<file path="src/rtl/seg_scan_ctrl.sv">
// Multiplexed 7-segment scan controller: double-buffered BCD frame, blanking gap per digit slot.
// Optional LEADING_ZERO_BLANK_EN suppresses leading-zero digits above digit 0.
module seg_scan_ctrl #(
    parameter int NUM_DIGITS   = 4,
    parameter int REFRESH_DIV  = 50000,
    parameter int BLANK_CYCLES = 16
) (
    input  logic                    clk,
    input  logic                    rst_n,
    input  logic [4*NUM_DIGITS-1:0] value_in,
    input  logic                    value_valid,
    output logic                    value_ready,
    output logic [3:0]              bcd_out,
    output logic [NUM_DIGITS-1:0]   an_n,
    output logic                    frame_tick
);

    localparam int CNT_W = $clog2(REFRESH_DIV);
    localparam int IDX_W = $clog2(NUM_DIGITS);
    localparam logic [CNT_W-1:0] CNT_LAST   = CNT_W'(REFRESH_DIV - 1);
    localparam logic [CNT_W-1:0] BLANK_LAST = CNT_W'(BLANK_CYCLES - 1);
    localparam logic [IDX_W-1:0] IDX_LAST   = IDX_W'(NUM_DIGITS - 1);

    typedef enum logic {ST_BLANK, ST_SHOW} state_t;

    state_t                  state_q, state_d;
    logic [IDX_W-1:0]        idx_q, idx_d;
    logic [CNT_W-1:0]        cnt_q, cnt_d;
    logic [4*NUM_DIGITS-1:0] active_q, active_d;
    logic [4*NUM_DIGITS-1:0] pending_q, pending_d;
    logic                    pend_full_q, pend_full_d;
    logic                    started_q;
    logic                    boundary;
    logic                    show;
    logic [NUM_DIGITS-1:0]   an_n_d;
    logic [3:0]              bcd_d;
    logic                    tick_d;
`ifdef LEADING_ZERO_BLANK_EN
    logic                    zero_run;
`endif

    always_comb begin
        state_d     = state_q;
        idx_d       = idx_q;
        cnt_d       = cnt_q;
        active_d    = active_q;
        pending_d   = pending_q;
        pend_full_d = pend_full_q;
        boundary    = 1'b0;

        // The first cycle after reset release holds slot position 0 so the tick lands on it.
        if (started_q) begin
            if (cnt_q == CNT_LAST) begin
                cnt_d   = '0;
                state_d = ST_BLANK;
                if (idx_q == IDX_LAST) begin
                    idx_d    = '0;
                    boundary = 1'b1;
                end else begin
                    idx_d = idx_q + 1'b1;
                end
            end else begin
                cnt_d = cnt_q + 1'b1;
                if (cnt_q == BLANK_LAST) begin
                    state_d = ST_SHOW;
                end
            end
        end

        if (boundary && pend_full_q) begin
            active_d    = pending_q;
            pend_full_d = 1'b0;
        end
        if (value_valid && value_ready) begin
            pending_d   = value_in;
            pend_full_d = 1'b1;
        end

        show = (state_d == ST_SHOW);
`ifdef LEADING_ZERO_BLANK_EN
        zero_run = 1'b1;
        for (int k = NUM_DIGITS - 1; k > 0; k--) begin
            zero_run = zero_run && (active_d[4*k +: 4] == 4'h0);
            if ((int'(idx_d) == k) && zero_run) begin
                show = 1'b0;
            end
        end
`endif

        an_n_d = '1;
        bcd_d  = 4'hF;
        if (show) begin
            an_n_d[idx_d] = 1'b0;
            bcd_d         = active_d[4*idx_d +: 4];
        end
        tick_d = !started_q || boundary;
    end

    always_ff @(posedge clk or negedge rst_n) begin
        if (!rst_n) begin
            state_q     <= ST_BLANK;
            idx_q       <= '0;
            cnt_q       <= '0;
            active_q    <= '0;
            pending_q   <= '0;
            pend_full_q <= 1'b0;
            started_q   <= 1'b0;
            an_n        <= '1;
            bcd_out     <= 4'hF;
            value_ready <= 1'b1;
            frame_tick  <= 1'b0;
        end else begin
            state_q     <= state_d;
            idx_q       <= idx_d;
            cnt_q       <= cnt_d;
            active_q    <= active_d;
            pending_q   <= pending_d;
            pend_full_q <= pend_full_d;
            started_q   <= 1'b1;
            an_n        <= an_n_d;
            bcd_out     <= bcd_d;
            value_ready <= !pend_full_d;
            frame_tick  <= tick_d;
        end
    end

endmodule

</file>
<file path="config.mk">
export PLATFORM = sky130hd
export DESIGN_NAME = seg_scan_ctrl
export DESIGN_NICKNAME = d
export VERILOG_FILES = /design/src/rtl/seg_scan_ctrl.sv
export SDC_FILE = /design/constraint.sdc
export NUM_CORES = 1
export LEC_CHECK = 0
export ABC_AREA = 0
export CORE_ASPECT_RATIO = 0.75
export CORE_UTILIZATION = 52
export DETAILED_ROUTE_END_ITERATION = 10
export DONT_BUFFER_PORTS = 1
export GPL_ROUTABILITY_DRIVEN = 0
export PLACE_DENSITY = 0.74
export SLEW_MARGIN = 30
export SYNTH_ARGS = -nofsm -noshare
export SYNTH_HDL_FRONTEND = slang
export SYNTH_SLANG_ARGS = --single-unit
</file>
<file path="constraint.sdc">
create_clock -name clk -period 2.65 [get_ports clk]
set_clock_uncertainty 0.2 [all_clocks]
set_input_delay 0.265 -clock clk [delete_from_list [all_inputs] [get_ports clk]]
set_output_delay 0.265 -clock clk [all_outputs]
set_load 0.1 [all_outputs]
</file>
Yosys cells after proc, flatten, opt, wreduce, memory -nomap -nowiden. Cells that the tools add are included.

Output and inout bits: 10. Bits in registers: 63. Logic and storage cells: 43.

Eq/ne operators: 3. Mux-type cells: 17. Reductions and logical operators: 6. Bitwise operators: 1. Shift-type cells: 1. Order comparisons: 2. Add/subtract/negate cells: 2.

Operator list (number): 16-bit 2-to-1 mux (2); 16-bit by 1-bit adder with 16-bit output (second input constant) (1); 16-bit == test (second input constant) (1); 16-bit by 4-bit == test with 1-bit output (second input constant) (1); 16-bit by 5-bit indexed part select with 4-bit output (1); 1-bit 2-to-1 mux (9); 4-bit 2-to-1 mux (2); 2-bit 2-to-1 mux (3); 4-bit NOT (1); 1-bit logical AND (3); 2-bit by 3-bit < comparator with 1-bit output (second input constant) (1); 2-bit by 1-bit adder with 2-bit output (second input constant) (1); 1-bit demux with 2-bit select (1); 2-bit == test (second input constant) (1); 2-bit by 1-bit >= comparator with 1-bit output (second input constant) (1); 1-bit zero test (2); 1-bit logical OR (1).

Logic depth before layout (Yosys ltp). Gate-level depths: netlist of run 1.

Depth in word-level cells: 10. Gate-level depth with buffers: 9. Depth with buffers taken out: 7.

Least setup slack after synthesis of run 1. No wires, ideal clock.

Kind: register to register. Start: register cnt_q[10]. End: register bcd_out[2]. Path buffers: 2. Cell stages (with the launch flop): 9. Arrival time: 2.628 ns. Path slack: -0.261 ns. Path through: dfrtp_1 > or4_4 > nor4_4 > and4_1 > buf_4 > buf_6 > mux2_1 > mux2_1 > a221o_1.

Longest elaborated chain between the ends: 7. Elaborated cells on any way between the ends: 13.

RTL lines: from (decl) (RTL line 28) `logic [CNT_W-1:0] cnt_q, cnt_d;`; from (signal assigned) (RTL line 115) `cnt_q <= cnt_d;`; 16-bit == test (RTL line 53) `if (cnt_q == CNT_LAST) begin`; 1-bit 2-to-1 mux (RTL line 53); 1-bit 2-to-1 mux (RTL line 52) `if (started_q) begin`; 1-bit logical AND (RTL line 70) `if (boundary && pend_full_q) begin`; 16-bit 2-to-1 mux (RTL line 70); named net active_d[14] (RTL line 29) `logic [4*NUM_DIGITS-1:0] active_q, active_d;`; 16-bit by 5-bit indexed part select with 4-bit output (RTL line 94) `bcd_d = active_d[4*idx_d +: 4];`; 4-bit 2-to-1 mux (RTL line 92) `if (show) begin`; named net bcd_d[2] (RTL line 36) `logic [3:0] bcd_d;`; to (signal assigned) (RTL line 109) `bcd_out <= 4'hF;`; to (signal assigned) (RTL line 121) `bcd_out <= bcd_d;`; to (decl) (RTL line 13) `output logic [3:0] bcd_out,`.

The timed path passes the listed nets, and every way through them passes these cells. A chain may end at the register's enable or synchronous reset.

Final worst setup path of run 1.
Start: register cnt_q[12]. End: register bcd_out[2].

Longest elaborated chain between the ends: 7. Elaborated cells on any way between the ends: 13.

RTL lines (RTL line): 16-bit == test (53); 1-bit 2-to-1 mux (53); 1-bit 2-to-1 mux (52); 1-bit logical AND (70); 16-bit 2-to-1 mux (70); 16-bit by 5-bit indexed part select with 4-bit output (94); 4-bit 2-to-1 mux * (92); named net bcd_d[2] (36).

The timed path passes the listed nets; every way through them passes the cells marked *.

==> results of run 1 <==
## final timing paths
kind | from | to | slack [ns] | cells past startpoint
min in group clk | active_q[3]$_DFF_PN0_ | active_q[3]$_DFF_PN0_ | 0.29 | 2
hold / removal | rst_n | cnt_q[8]$_DFFE_PN0P_ | 0.26 | 2
max in group asynchronous | rst_n | bcd_out[3]$_DFF_PN1_ | 1.71 | 2
setup / recovery | cnt_q[12]$_DFFE_PN0P_ | bcd_out[2]$_DFF_PN1_ | -0.03 | 8
setup reg to reg | cnt_q[12]$_DFFE_PN0P_ | bcd_out[2]$_DFF_PN1_ | -0.03 | 8
hold reg to reg | active_q[3]$_DFF_PN0_ | active_q[3]$_DFF_PN0_ | 0.29 | 2
## cells by family after synthesis
group / after synthesis
compound gates: 15
xor+xnor: 13
fa+ha+maj: 2
buf+inv: 13
flops: 63
mux: 39
other cells: 1
simple gates: 53
## stage by stage
step / hold WS [ns] / total power, uW
floorplan: -0.231 / 1580
global placement: -0.228 / 1650
detailed placement: -0.229 / 1660
CTS: 0.261 / 2420
global route: 0.284 / 2500
finish: 0.255 / 2400
## registers in the layout, summed over array words and instances (netlist names)
register,flops
bcd_out,4
cnt_q,16
an_n,4
value_ready,1
idx_q,2
started_q,1
frame_tick,1
active_q,16
pending_q,16
pend_full_q,1
state_q,1
## synth_stat cells, types with 2 or more instances
cell type and number:
nand2_1 10, dfstp_2 9, xnor2_1 9, or3_1 2
mux2_1 8, clkbuf_1 2, xor2_1 4, ha_1 2
o21ai_0 5, and4_1 3, dfrtp_1 54, nor2_1 15
a21oi_1 2, and3_1 3, inv_1 8, and2_1 2
mux2_2 25, nand3_1 8, a221o_1 4, o21ai_1 2
nand4_1 4, mux2i_1 5
## where the power goes
part	internal (uW)	switching (uW)
sequential	1080	350
combinational	121	131
clock	338	378
## final cells by class
class,instances,share of cell area [%]
inverters,8,0.921
multi-input cells,123,31.5
clock buffers,9,3.80
well taps,57,2.19
clock inverters,7,1.50
repair buffers,39,11.4
flip-flops and latches,63,48.7
## layer usage
layer  GRT usage, %  vias to the layer above  routed length, um
met3           7.60                        9                196
met2           31.9                       31               2300
li1               -                      783                  -
met1           30.7                      858               2510
met5              0                        -                  0
met4           7.54                        0                 57
## timing repair
item,4_1_cts,5_1_grt
resized for setup,9,3
setup endpoints to repair,4,4
hold endpoints to repair,79,0
hold buffers,18,0
pin swaps,1,0
setup buffers,1,2
## placed cells by master, fill, tap and decap left out, types with 3 or more instances in the layout
| cell type | count |
|---|---|
| xnor2_1 | 9 |
| o21ai_0 | 5 |
| mux2i_2 | 3 |
| mux2i_1 | 3 |
| mux2_2 | 19 |
| clkbuf_8 | 9 |
| clkinvlp_4 | 4 |
| nand4_1 | 4 |
| dfrtp_1 | 54 |
| nand3_1 | 8 |
| dlygate4sd3_1 | 17 |
| inv_1 | 8 |
| and3_1 | 3 |
| buf_4 | 19 |
| nor2_1 | 15 |
| nand2_1 | 10 |
| mux2_4 | 12 |
| xor2_1 | 4 |
| dfstp_2 | 9 |
| a221o_1 | 4 |
==> results by group, run 1 <==
Synthesis
  • Ys async rst share: 100%
  • Synth Flop Type: dfrtp_1
  • Post-synthesis simple-gate area fraction: 11.0%
  • Xor and xnor fraction of the mapped netlist area: 4.35%
  • Number of synthesized flops with an enable pin: 0
  • Synth Area in Adders: less than 1%
  • Synth area leaders: dfrtp_1 52%, mux2_2 11%, dfstp_2 9.0%
  • Mapped Area: 2620 um^2
  • Mean Syn Cell Area: approximately 13 um^2
  • Sequential fraction of the synthesis area: roughly three fifths
  • Syn Nets: 220
  • Largest family of logic cells by synthesized area: multiplexers
  • Syn. warnings: 0
  • Post-synthesis register bit count: 63
  • Synth Area in Compound Gates: 3.87%
  • Syn Inst Count: 199
  • Top-area cell type share of the netlist area: 51.6%
  • Post-synthesis mux area share: 16.6%
  • Synth area leader: dfrtp_1
  • Synth unique cells: 35

STA
  • Hold violation total from the final report: 0
  • Unrepaired setup endpoints after global routing: true
  • Slew HR: 41.7%
  • Highest clock rate: 373 MHz
  • Final slew viol count: 0
  • Tightest Pin Transition: 0.875 ns
  • Setup violations, final: 4
  • Final clock period utilization by the worst path: 101%
  • Setup TNS: -0.0849 ns
  • Slack of the critical path: -0.0301 ns
  • Tmin final: 2.68 ns

Clock tree
  • Clk Latency, worst-skew pair: roughly 0.33 ns
  • Clock buffer depth: 2
  • Clock-pin slew on the worst setup and hold paths: 0.07 ns
  • CTS tree: done
  • CTS H-tree lvls: 3
  • Clk root buf: clkbuf_8
  • Total CTS buffers: 9
  • Clk sinks: 63

Critical path
  • CP peak stage delay: 0.56 ns
  • CP Cell Sequence: or4_4 -> nor4_4 -> buf_4 -> and2_4 -> mux2i_2 -> buf_6 -> mux2_4 -> a221o_1
  • Worst path buffer plus inverter count: 2
  • Startpoint Class: register
  • Critical Path End Type: register
  • Crit path max-delay cell type: or4_4
  • Req. time, crit path: 2.71 ns
  • Max FO, Critical Path: 7
  • Crit Path Category: reg -> reg
  • WP data arrival: 2.74 ns
  • Largest delay contributor family on the critical path: simple AND/OR/NAND/NOR gates

Cells and area
  • Final core utilization: 70.1%
  • Fin nets: 265
  • Fillers: 307
  • Fin area: ~3300 um^2
  • Register area: about 1600 um^2
  • Area Growth Syn to Fin: 24.6%
  • Share of cells above drive strength 1: a little over a third
  • N_diodes: 0
  • Final std cells w/o fill: between 300 and 400
  • Area of the multi-input gates: around 1000 um^2

Die
  • Initial core utilization: 56.3%
  • Die Ht: ~63 um
  • Io pins: 29
  • Die W: 83.9 um
  • Die area: around 5300 um^2
  • Core area: 4650 um^2
  • Rows: 21

Power
  • Leakage: 0.00160 uW
  • Power per cell area: 736 nW/um^2
  • Peak supply drop: between 0.3 and 0.4 mV

Place
  • Pre-CTS setup slack: -0.0690 ns
  • Placed inst area: approximately 2800 um^2
  • IO buf count: 0
  • Placed Cells: around 270
  • Post-DP HPWL: about 3400 um

Routing
  • WL per Instance: around 17 um
  • Residual DRC: 6
  • Final ANT Viol Nets: 0
  • Via count: 1,681
  • Drt total wl: 5060 um
  • Routed vias/inst: 5.49
  • Drt first pass iters: 7
  • First DRT Iteration DRCs: 101

Global routing
  • GRT Resource Usage Total: about 22%
  • Initial antenna violation count: 0
  • Gr ovfl total: 0
  • First-pass GRT wire length: between 8000 and 9000 um
  • Largest net degree at the start of global routing: 64
  • Vias in the first global route: 1,719

Status
  • Failing checks: DRC, setup timing
  • Outcome: finished, violations left

Worst hold path
  • Hold crit path type: in -> async

Run
  • Maximum Capacitance Violations: 0
Power figures use the tool's default switching activity.
==> run 2: changes to the inputs <==
--- a/config.mk
+++ b/config.mk
@@ -6,7 +6,9 @@
 export NUM_CORES = 1
 export LEC_CHECK = 0
 export ABC_AREA = 0
+export ABC_CLOCK_PERIOD_IN_PS = 2650
 export CORE_ASPECT_RATIO = 0.75
+export CORE_MARGIN = 8
 export CORE_UTILIZATION = 52
 export DETAILED_ROUTE_END_ITERATION = 10
 export DONT_BUFFER_PORTS = 1
==> run 2 against run 1 <==
Compared with the run above:
- the run ends with setup timing left
- maximum frequency is 0.60% lower
- sequential share of layout area is 1.2 points lower
- clock power is 33% higher
- hold slack worse by 0.0018 ns
- via count is 2.0% higher
- largest power group unchanged
==> results by group, run 2 (same netlist as run 1, synthesis figures left out) <==
Routing
  • Via count: 1,715 (was 1,681)
  • Residual DRC: 0 (was 6)
  • First DRT Iteration DRCs: 133 (was 101)
  • Final ANT Viol Nets: 0 (unchanged)
  • Routed vias/inst: 5.51 (was 5.49)
  • WL per Instance: 19.2 um (was 16.5 um)
  • Drt first pass iters: 4 (was 7)
  • Drt total wl: 5990 um (was 5060 um)

Status
  • Outcome: finished, violations left (unchanged)
  • Failing checks: setup timing (was DRC, setup timing)

STA
  • Slack of the critical path: -0.0464 ns (was -0.0301 ns)
  • Hold violation total from the final report: 0 (unchanged)
  • Final slew viol count: 0 (unchanged)
  • Unrepaired setup endpoints after global routing: true (unchanged)
  • Slew HR: 41.6% (was 41.7%)
  • Tightest Pin Transition: 0.877 ns (was 0.875 ns)
  • Setup TNS: -0.166 ns (was -0.0849 ns)
  • Highest clock rate: 371 MHz (was 373 MHz)
  • Setup violations, final: 4 (unchanged)
  • Final clock period utilization by the worst path: 102% (was 101%)
  • Fin Hold WS: 0.254 ns (was 0.255 ns)
  • Tmin final: 2.70 ns (was 2.68 ns)

Global routing
  • GRT Resource Usage Total: 16.7% (was 21.9%)
  • Initial antenna violation count: 0 (unchanged)
  • Vias in the first global route: 1,891 (was 1,719)
  • Largest net degree at the start of global routing: 64 (unchanged)
  • First-pass GRT wire length: 9760 um (was 8550 um)
  • Gr ovfl total: 0 (unchanged)

Clock tree
  • Clk Latency, worst-skew pair: 0.34 ns (was 0.33 ns)
  • CTS H-tree lvls: 3 (unchanged)
  • Clock-pin slew on the worst setup and hold paths: 0.07 ns (about the same)
  • Clk sinks: 63 (unchanged)
  • Total CTS buffers: 9 (unchanged)
  • CTS tree: done (unchanged)
  • Clock buffer depth: 2 (unchanged)
  • Clk root buf: clkbuf_8 (unchanged)

Run
  • Maximum Capacitance Violations: 0 (unchanged)

Die
  • Rows: 22 (was 21)
  • Io pins: 29 (unchanged)
  • Initial core utilization: 53.7% (was 56.3%)
  • Die area: 7580 um^2 (was 5320 um^2)
  • Core area: 4870 um^2 (was 4650 um^2)
  • Die Ht: 77.4 um (was 63.4 um)
  • Die W: 97.9 um (was 83.9 um)

Cells and area
  • Commonest non-fill, non-tap cell in the layout: dfrtp_1 (unchanged)
  • Share of cells above drive strength 1: 34.7% (was 34.9%)
  • Most frequent cells in the layout: 54 x dfrtp_1, 21 x buf_4, 18 x mux2_2 (was 54 x dfrtp_1, 19 x mux2_2, 19 x buf_4)
  • Fin nets: 267 (was 265)
  • Area Growth Syn to Fin: 27.8% (was 24.6%)
  • Fillers: 324 (was 307)
  • Final core utilization: 68.7% (was 70.1%)
  • N_diodes: 0 (unchanged)
  • Register area: 1590 um^2 (unchanged)
  • Area of the multi-input gates: 1030 um^2 (about the same)
  • Largest regs: active_q x16, cnt_q x16, pending_q x16 (unchanged)

Critical path
  • Max FO, Critical Path: 7 (unchanged)
  • Crit Path Category: reg -> reg (unchanged)
  • Critical Path End Type: register (unchanged)
  • Req. time, crit path: 2.71 ns (about the same)
  • R2r worst-path depth: 8 (unchanged)
  • R2R Setup Slk: -0.05 ns (was -0.03 ns)
  • Startpoint Class: register (unchanged)
  • WP data arrival: 2.76 ns (was 2.74 ns)

Worst hold path
  • Hold crit path type: in -> async (unchanged)

Power
  • Peak supply drop: 0.367 mV (was 0.399 mV)
  • Power per cell area: 797 nW/um^2 (was 736 nW/um^2)
  • Leakage: 0.00164 uW (was 0.00160 uW)

Place
  • Post-DP HPWL: 3760 um (was 3360 um)
  • IO buf count: 0 (unchanged)
## run 2: worst paths after layout
check                                           start                     to
worst max-delay path            cnt_q[12]$_DFFE_PN0P_   bcd_out[2]$_DFF_PN1_
worst min-delay path                            rst_n    started_q$_DFF_PN0_
worst max register to register  cnt_q[12]$_DFFE_PN0P_   bcd_out[2]$_DFF_PN1_
worst min register to register  active_q[1]$_DFF_PN0_  active_q[1]$_DFF_PN0_
max in group asynchronous                       rst_n      an_n[2]$_DFF_PN1_
min in group clk                active_q[1]$_DFF_PN0_  active_q[1]$_DFF_PN0_
## run 2: layer usage
metal	vias up	routed length (um)	global-route usage (%)
met3	5	384	6.15
met1	869	2610	20.2
met2	59	2940	26.2
met5	-	0	0
li1	782	-	-
met4	0	56	7.60
## run 2: final cells by class
type	count	share of cell area [%]
tap	60	2.24
clock buffer	11	4.53
multi-input combinational	123	30.9
timing repair buffer	41	11.6
clock inverter	5	2.39
inverter	8	0.898
sequential	63	47.5
## run 2: worst max-delay path: stages (launching register included)
cell	delay (ns)
dfrtp_1	0.38
or4_4	0.56
nor4_4	0.16
buf_4	0.16
and2_4	0.17
mux2i_4	0.22
buf_6	0.16
mux2_4	0.30
a221o_1	0.30
## run 2: power breakdown
group          switching [uW]  total (uW)  leakage [uW]  internal (uW)
logic                     150         289      0.000700            139
registers                 346        1430      0.000829           1080
clock network             372         951      0.000112            579
total                     868        2670       0.00164           1800
## run 2: what timing repair did
action / CTS / global route
endpoints found under the setup margin: 4 / 5
hold buffers: 18 / 0
pin swaps: 1 / 0
setup buffers: 0 / 1
hold endpoints to repair: 79 / 0
gates resized for setup: 9 / 3
## run 2: through the flow
step | area, um^2 | instances | total power (uW) | setup WS, ns
final | 3350 | 311 | 2670 | -0.0464
after detailed placement | 2860 | 276 | 1680 | -0.0986
after global placement | 2860 | 276 | 1670 | -0.0237
after CTS | 3320 | 310 | 2690 | -0.0678
after global routing | 3350 | 311 | 2770 | -0.148
after floorplan | 2650 | 199 | 1580 | -0.0450
